[src/rtl/sa_pkg.sv]
// sa_pkg: shared systolic-array sizing and result-buffer state type
package sa_pkg;
   localparam int SA_N      = 8;
   localparam int SA_DATA_W = 32;
   typedef enum logic [1:0] {EMPTY, FILL, FULL} buf_state_e;
   // Drain index width: enough to count 0..2n-2
   function automatic int k_bits(input int n);
      return $clog2(2 * n - 1);
   endfunction
endpackage

[src/rtl/c_skew_decode.sv]
// c_skew_decode: maps drain index k to per-column write enables and target rows
module c_skew_decode #(
   parameter int N  = 8,
   parameter int KW = 4,
   parameter int RW = 3
) (
   input  logic [KW-1:0]         k,
   output logic [N-1:0]          we,
   output logic [N-1:0][RW-1:0]  row
);
   // Column j carries row k-j of the result; valid only while 0 <= k-j < N
   always_comb begin
      for (int j = 0; j < N; j++) begin
         we[j]  = (int'(k) >= j) && (int'(k) - j < N);
         row[j] = RW'(int'(k) - j);
      end
   end
endmodule

[src/rtl/c_buffer.sv]
// c_buffer: deskews systolic drain slices into an NxN matrix and streams it out by row
module c_buffer
   import sa_pkg::*;
#(
   parameter int N      = SA_N,
   parameter int DATA_W = SA_DATA_W
) (
   input  logic                    clk,
   input  logic                    rst,
   input  logic                    output_write,
   input  logic [N*DATA_W-1:0]     c_in,
   output logic                    read_valid,
   output logic                    c_valid,
   input  logic                    c_ready,
   output logic [N*DATA_W-1:0]     c_data,
   output logic [$clog2(N)-1:0]    c_row,
   output logic                    c_last,
   output logic                    overflow
);
   localparam int KW = k_bits(N);
   localparam int RW = $clog2(N);
   localparam logic [KW-1:0] LAST_K = KW'(2 * N - 2);
   localparam logic [RW-1:0] LAST_R = RW'(N - 1);
   buf_state_e state_q, state_d;
   logic [KW-1:0] k_q, k_d;
   logic [RW-1:0] row_q, row_d;
   logic ovf_q, ovf_d;
   logic wr;
   logic [N-1:0] we;
   logic [N-1:0][RW-1:0] wrow;
   logic [N-1:0][DATA_W-1:0] mem_q [N];
   logic [N-1:0][DATA_W-1:0] mem_d [N];
   c_skew_decode #(.N(N), .KW(KW), .RW(RW)) u_dec (
      .k   (k_q),
      .we  (we),
      .row (wrow)
   );
   // Control state; memory is deliberately left out of reset
   always_ff @(posedge clk or posedge rst) begin
      if (rst) begin
         state_q <= EMPTY;
         k_q     <= '0;
         row_q   <= '0;
         ovf_q   <= 1'b0;
      end else begin
         state_q <= state_d;
         k_q     <= k_d;
         row_q   <= row_d;
         ovf_q   <= ovf_d;
      end
   end
   // Next state: drain writes while not FULL, row handshakes while FULL
   always_comb begin
      state_d = state_q;
      k_d     = k_q;
      row_d   = row_q;
      ovf_d   = ovf_q;
      wr      = 1'b0;
      case (state_q)
         EMPTY, FILL: begin
            if (output_write) begin
               wr      = 1'b1;
               k_d     = (k_q == LAST_K) ? '0 : k_q + KW'(1);
               state_d = (k_q == LAST_K) ? FULL : FILL;
            end
         end
         FULL: begin
            ovf_d = ovf_q | output_write;
            if (c_ready) begin
               row_d   = (row_q == LAST_R) ? '0 : row_q + RW'(1);
               state_d = (row_q == LAST_R) ? EMPTY : FULL;
            end
         end
         default: state_d = EMPTY;
      endcase
   end
   // Result matrix: scatter the current skewed slice into its diagonal cells
   always_comb begin
      mem_d = mem_q;
      for (int j = 0; j < N; j++)
         if (wr && we[j]) mem_d[wrow[j]][j] = c_in[j*DATA_W +: DATA_W];
   end
   // Matrix registers
   always_ff @(posedge clk) begin
      mem_q <= mem_d;
   end
   // Outputs are masked until a complete matrix is held
   always_comb begin
      read_valid = state_q == FULL;
      c_valid    = state_q == FULL;
      c_last     = (state_q == FULL) && (row_q == LAST_R);
      c_data     = (state_q == FULL) ? mem_q[row_q] : '0;
      c_row      = row_q;
      overflow   = ovf_q;
   end
endmodule
[config.mk]
export PLATFORM = sky130hd
export DESIGN_NAME = c_buffer
export DESIGN_NICKNAME = d
export VERILOG_FILES = /design/src/rtl/sa_pkg.sv /design/src/rtl/c_skew_decode.sv /design/src/rtl/c_buffer.sv
export SDC_FILE = /design/constraint.sdc
export NUM_CORES = 2
export LEC_CHECK = 0
export CAP_MARGIN = 25
export CORE_ASPECT_RATIO = 1.25
export CORE_MARGIN = 1
export CORE_UTILIZATION = 56
export CTS_CLUSTER_SIZE = 8
export DETAILED_ROUTE_END_ITERATION = 8
export MAX_ROUTING_LAYER = met4
export PLACE_DENSITY = 0.76
export SYNTH_ARGS = -nofsm -noshare
export SYNTH_HDL_FRONTEND = slang
export SYNTH_SLANG_ARGS = --single-unit
[constraint.sdc]
create_clock -name clk -period 7.95 [get_ports clk]
set_input_delay 1.9875 -clock clk [delete_from_list [all_inputs] [get_ports clk]]
set_output_delay 1.9875 -clock clk [all_outputs]
set_load 0.03 [all_outputs]
# After elaboration in Yosys (flattened, before gate mapping)
# Cells that the tools add are included.
[word_totals]
register_bits = 2058
latch_bits = 0
ram_bits = 0
rom_bits = 0
input_bits = 260
output_inout_bits = 263
word_cells = 199
mem_count = 0
[classes]
add_sub_neg = 9
multipliers = 0
div_mod_pow = 0
magnitude_cmp = 32
n_eq_ne = 6
shift = 0
mux = 45
n_bitwise = 10
reduce_logical = 29
[ops]
columns = ["op", "count"]
rows = [
  ["bitwise mux 2048 bit", 8],
  ["two-way mux 2048 bit", 8],
  ["demux 256 bit (select 3 bit)", 8],
  ["two-way mux 256 bit", 4],
  ["binary-select mux 256 bit (select 3 bit)", 1],
  ["less-than comparator 32 x 5 -> 1 bit (second input constant)", 7],
  ["two-way mux 224 bit", 1],
  ["two-way mux 192 bit", 1],
  ["two-way mux 160 bit", 1],
  ["two-way mux 128 bit", 1],
  ["two-way mux 96 bit", 1],
  ["two-way mux 64 bit", 1],
  [">= comparator 4 bit (second input constant)", 9],
  ["inverter 3 -> 4 bit", 9],
  ["less-than comparator 4 x 1 -> 1 bit (second input constant)", 8],
  ["two-way mux 32 bit", 1],
  ["logical AND 1 bit", 24],
  ["subtractor 4 x 3 -> 5 bit (second input constant)", 4],
  [">= comparator 4 x 3 -> 1 bit (second input constant)", 4],
  ["subtractor 4 x 2 -> 5 bit (second input constant)", 2],
  [">= comparator 4 x 2 -> 1 bit (second input constant)", 2],
  ["two-way mux 2 bit", 4],
  ["AND reduction 2 bit", 3],
  ["subtractor 4 x 1 -> 5 bit (second input constant)", 1],
  ["other kinds (17)", 18],
]

# Logic depth before layout (Yosys ltp)
[depth]
depth_word = 21
depth_mapped = 9
depth_no_buf = 5

# By module
# A second synthesis with hierarchy kept.
[hier_totals]
cells_unflattened = 4568
hier_area_um2 = 81087.8
[modules_own_cells]
columns = ["mod", "n_inst", "cells_per_inst", "area_per_inst_um2", "seq_area_each_um2"]
rows = [
  ["c_buffer", 1, 4505, 80616.1, 61749.2],
  ["c_skew_decode", 1, 63, 471.7, 0.0],
]

# Worst setup path before layout
# No wires, ideal clock.
[synth_path]
kind = "input to register"
startpoint = "input output_write"
endpoint = "register mem_q[1856] (netlist bit), enable pin"
setup_time_ns = 0.594
t_arrival_ns = 7.249
t_required_ns = 7.356
slack_ns = 0.106
cell_stages = 2
n_path_buf = 0
cell_sequence = "nand2b_1 -> a2111oi_0"
[synth_via]
elab_chain_len = 18
word_cells_on_any_way = 25
classes_between = "mux: 17; reduce/logical: 8"
[synth_lines]
columns = ["element", "line", "rtl"]
rows = [
  ["start, declared", "c_buffer.sv:10", "input logic output_write,"],
  ["two-way mux 1 bit *", "c_buffer.sv:61", "if (output_write) begin"],
  ["two-way mux 1 bit *", "c_buffer.sv:59", "case (state_q)"],
  ["logical AND 1 bit", "c_buffer.sv:81", "if (wr && we[j]) mem_d[wrow[j]][j] = c_in[j*DATA_W +: DATA_W];"],
  ["two-way mux 2048 bit", "c_buffer.sv:81", ""],
  ["bitwise mux 2048 bit", "c_buffer.sv:81", ""],
  ["two-way mux 2048 bit", "c_buffer.sv:81", ""],
  ["bitwise mux 2048 bit", "c_buffer.sv:81", ""],
  ["two-way mux 2048 bit", "c_buffer.sv:81", ""],
  ["(+2 left out)", "--", ""],
  ["bitwise mux 2048 bit", "c_buffer.sv:81", ""],
  ["two-way mux 2048 bit", "c_buffer.sv:81", ""],
  ["bitwise mux 2048 bit", "c_buffer.sv:81", ""],
  ["two-way mux 2048 bit", "c_buffer.sv:81", ""],
  ["bitwise mux 2048 bit", "c_buffer.sv:81", ""],
  ["two-way mux 2048 bit", "c_buffer.sv:81", ""],
  ["bitwise mux 2048 bit", "c_buffer.sv:81", ""],
  ["two-way mux 2048 bit *", "c_buffer.sv:81", ""],
  ["end signal, assigned", "c_buffer.sv:85", "mem_q <= mem_d;"],
  ["end, declared", "c_buffer.sv:31", "logic [N-1:0][DATA_W-1:0] mem_q [N];"],
]
# Mark *: on every way between the ends. The rest lies on a longest branch, timed or not.
# A chain may end at the register's enable or synchronous reset.

# Worst setup path after layout
[layout_path]
startpoint = "register state_q[1]"
endpoint = "output c_data[78]"
[layout_via]
elab_chain_len = 2
[layout_lines]
columns = ["element", "line", "rtl"]
rows = [
  ["start, declared", "c_buffer.sv:24", "buf_state_e state_q, state_d;"],
  ["start signal, assigned", "c_buffer.sv:46", "state_q <= state_d;"],
  ["== test 2 bit", "c_buffer.sv:92", "c_data = (state_q == FULL) ? mem_q[row_q] : '0;"],
  ["two-way mux 256 bit", "c_buffer.sv:92", ""],
  ["end, declared", "c_buffer.sv:15", "output logic [N*DATA_W-1:0] c_data,"],
]
# Every way passes these cells.

==> metrics.cfg <==
[outcome]
status=completed

[critical_path]
start_kind=register
path_cells=and2b_1 > and2_4 > buf_16 > buf_4 > a22o_1 > clkdlybuf4s50_1
worstPathMaxFanout=41
rr_worst_depth=6
required_ns=5.96
r2r-start=k_q[1]
worstPathArrival_ns=4.29
crit_slowest_cell=clkdlybuf4s50_1
rr_endpoint=mem_q[491]
criticalPathCategory=register to output pin
max_stage_delay_ns=0.74
r2r_slack_ns=3.69
endpoint_kind=output pin

[timing]
slew_viol_final=0
setup_viol=0
tightest_slew_ns=1.02
hold_viol=0
rsz0062_at_grt=false
fmax_mhz=159
setup_tns_ns=0
period_needed_ns=6.28
fin_skew_ns=0.0461
min_period_over_period_pct=79.0
maxSlewHeadroom_pct=31.4

[worst_hold_path]
hp-start=overflow
hold_path_end=overflow
min_path_type=register to register
hold_depth=1

[global_route]
grt_pass1_vias=43000
track_usage_pct=31.4
overflow=0
antenna_found_initial=51
grt_start_max_net_pins=103
grt_first_pass_wirelength_mm=307

[clock_network]
holdBufCountCts=0
htree_levels=5
post_cts_buffers=0
cts_tree=yes
clock_path_buffers=4
cts_resized=0
cts-root-buf=clkbuf_16
clkSinkCount=2058
clkLatencyLatePin_ns=0.92
cts_buffers=307
clkTransAtPathRegs_ns=0.05

[yosys]
async_flop_share_pct=0.486
syn_area_per_cell_um2=21.9
synth_top_cell_area_share_pct=77.3
synth_area_leaders=edfxtp_1, mux4_2, a22o_1, buf_2, nor3_1
syn_inst=3629
yosysSeqAreaShare_pct=77.6
synth_flop_cell=edfxtp_1
syn-cell-area_mm2=0.0795
synth-seq-cells=2058
synth_edf_count=2048
syn_nets=3901
yosys_warnings=0
synth_cell_types=49
yosysTopAreaCell=edfxtp_1

[detailed_routing]
drt-pass1-iter-count=6
wl_per_cell_um=34.5
wirelength_mm=217
vias=41600
drtIter0Drc=4887
detail-route-antenna-nets=0
vias_per_cell=6.61
drc=0

[floorplanning]
core_mm2=0.141
initial_core_util_pct=56.5
boundaryPins=523
rows=154
die_w_um=339
die_h_um=423
die_area_mm2=0.144

[placed_design]
dp_hpwl_mm=131
gp_congestion=0.843
portBuffers=522
dpl_cell_area_mm2=0.0877

[final_layout]
syn2layout_area_growth_pct=20.5
final_common_cell=edfxtp_1
fin_nets=4626
fillers=8389
layout_common_cells=edfxtp_1, clkdlybuf4s50_1, mux4_2, clkbuf_16, a22o_1
regArea_mm2=0.0618
final_area_mm2=0.0959
multi_input_area_mm2=0.0171
drive_gt1_share_pct=24.1

[power]
leakagePower_nw=29.3
total_power_mw=28.0
powerDensity_mw_per_mm2=292
vdd_drop_max_v=0.000274

[job]
maxCapViolations=0

-- through the flow --
stage | std cells | util, % | worst slack, ns | hold WS [ns]
finish | 6292 | 68.1 | 1.67 | 0.498
global route | 6289 | 68.0 | 1.58 | 0.524
floorplan | 3629 | - | 0.106 | 0.495
detailed placement | 5914 | 62.3 | 1.74 | 0.447
CTS | 6255 | 67.9 | 1.53 | 0.455
global placement | 5903 | 62.1 | 1.76 | 0.439
-- worst max-delay path, delay by kind of cell, from the launching register on --
family | cells | cell delay [ns]
buf+inv | 3 | 1.55
flops | 1 | 0.45
simple gates | 2 | 0.90
compound gates | 1 | 0.44
-- worst max-delay path by stage --
stage | startpoint | slack (ns) | to | depth (start not counted)
after detailed placement | output_write | 1.74 | mem_q[1506] | 5
final | state_q[1] | 1.67 | c_data[78] | 6
after floorplan | output_write | 0.11 | mem_q[1856] | 2
after global routing | state_q[1] | 1.58 | c_data[78] | 6
after CTS | c_row[0] | 1.53 | c_data[83] | 4
after global placement | output_write | 1.76 | mem_q[1506] | 5
-- flip-flops by register name, indices dropped and copies added (netlist names) --
name / cells
mem_q: 2048
overflow: 1
k_q: 4
state_q: 2
c_row: 3
-- final cells by class --
| type | count | share of cell area (%) |
|---|---|---|
| Clock buffer | 334 | 8.25 |
| Timing Repair Buffer | 660 | 6.88 |
| Inverter | 8 | 0.0313 |
| Multi-Input combinational cell | 1319 | 17.8 |
| Tap cell | 1872 | 2.44 |
| Sequential cell | 2058 | 64.4 |
| Antenna cell | 34 | 0.0888 |
| Clock inverter | 7 | 0.0627 |
-- routing by layer --
metal / GRT usage [%] / wire, um / vias up
li1: - / - / 16700
met1: 37.6 / 73700 / 21800
met2: 50.1 / 110000 / 2632
met3: 8.14 / 23000 / 499
met4: 15.2 / 10400 / 0
met5: - / 0 / -
-- cells in the mapped netlist (7+ instances only) --
library cell	instances
a211oi_1	9
a22o_1	256
buf_1	19
buf_2	131
buf_6	10
clkbuf_1	81
dfrtp_1	10
edfxtp_1	2048
ha_1	12
inv_1	8
mux4_2	512
nand2_1	146
nand2b_1	7
nor2_1	148
nor2_4	10
nor3_1	131
nor4_1	8
nor4b_1	20
o21ai_0	8
-- power by group --
part	internal (mW)	switching (mW)	total, mW
combinational	0.994	2.49	3.49
sequential	13.2	0.266	13.4
clock	6.89	4.21	11.1
-- logic make-up (layout without fill, tap and decap cells) --
| logic type | Yosys count | in the layout | synth area share (%) |
|---|---|---|---|
| AO/OA/AOI/OAI | 298 | 298 | 3.21 |
| XOR/XNOR | 4 | 4 | 0.0441 |
| adder cells (fa/ha/maj) | 12 | 12 | 0.189 |
| buffers and inverters | 252 | 1009 | 1.51 |
| flip-flops | 2058 | 2058 | 77.6 |
| multiplexers | 513 | 513 | 14.5 |
| other | 0 | 34 | 0 |
| AND/OR/NAND/NOR | 492 | 492 | 2.87 |
Power figures use the tool's default switching activity.
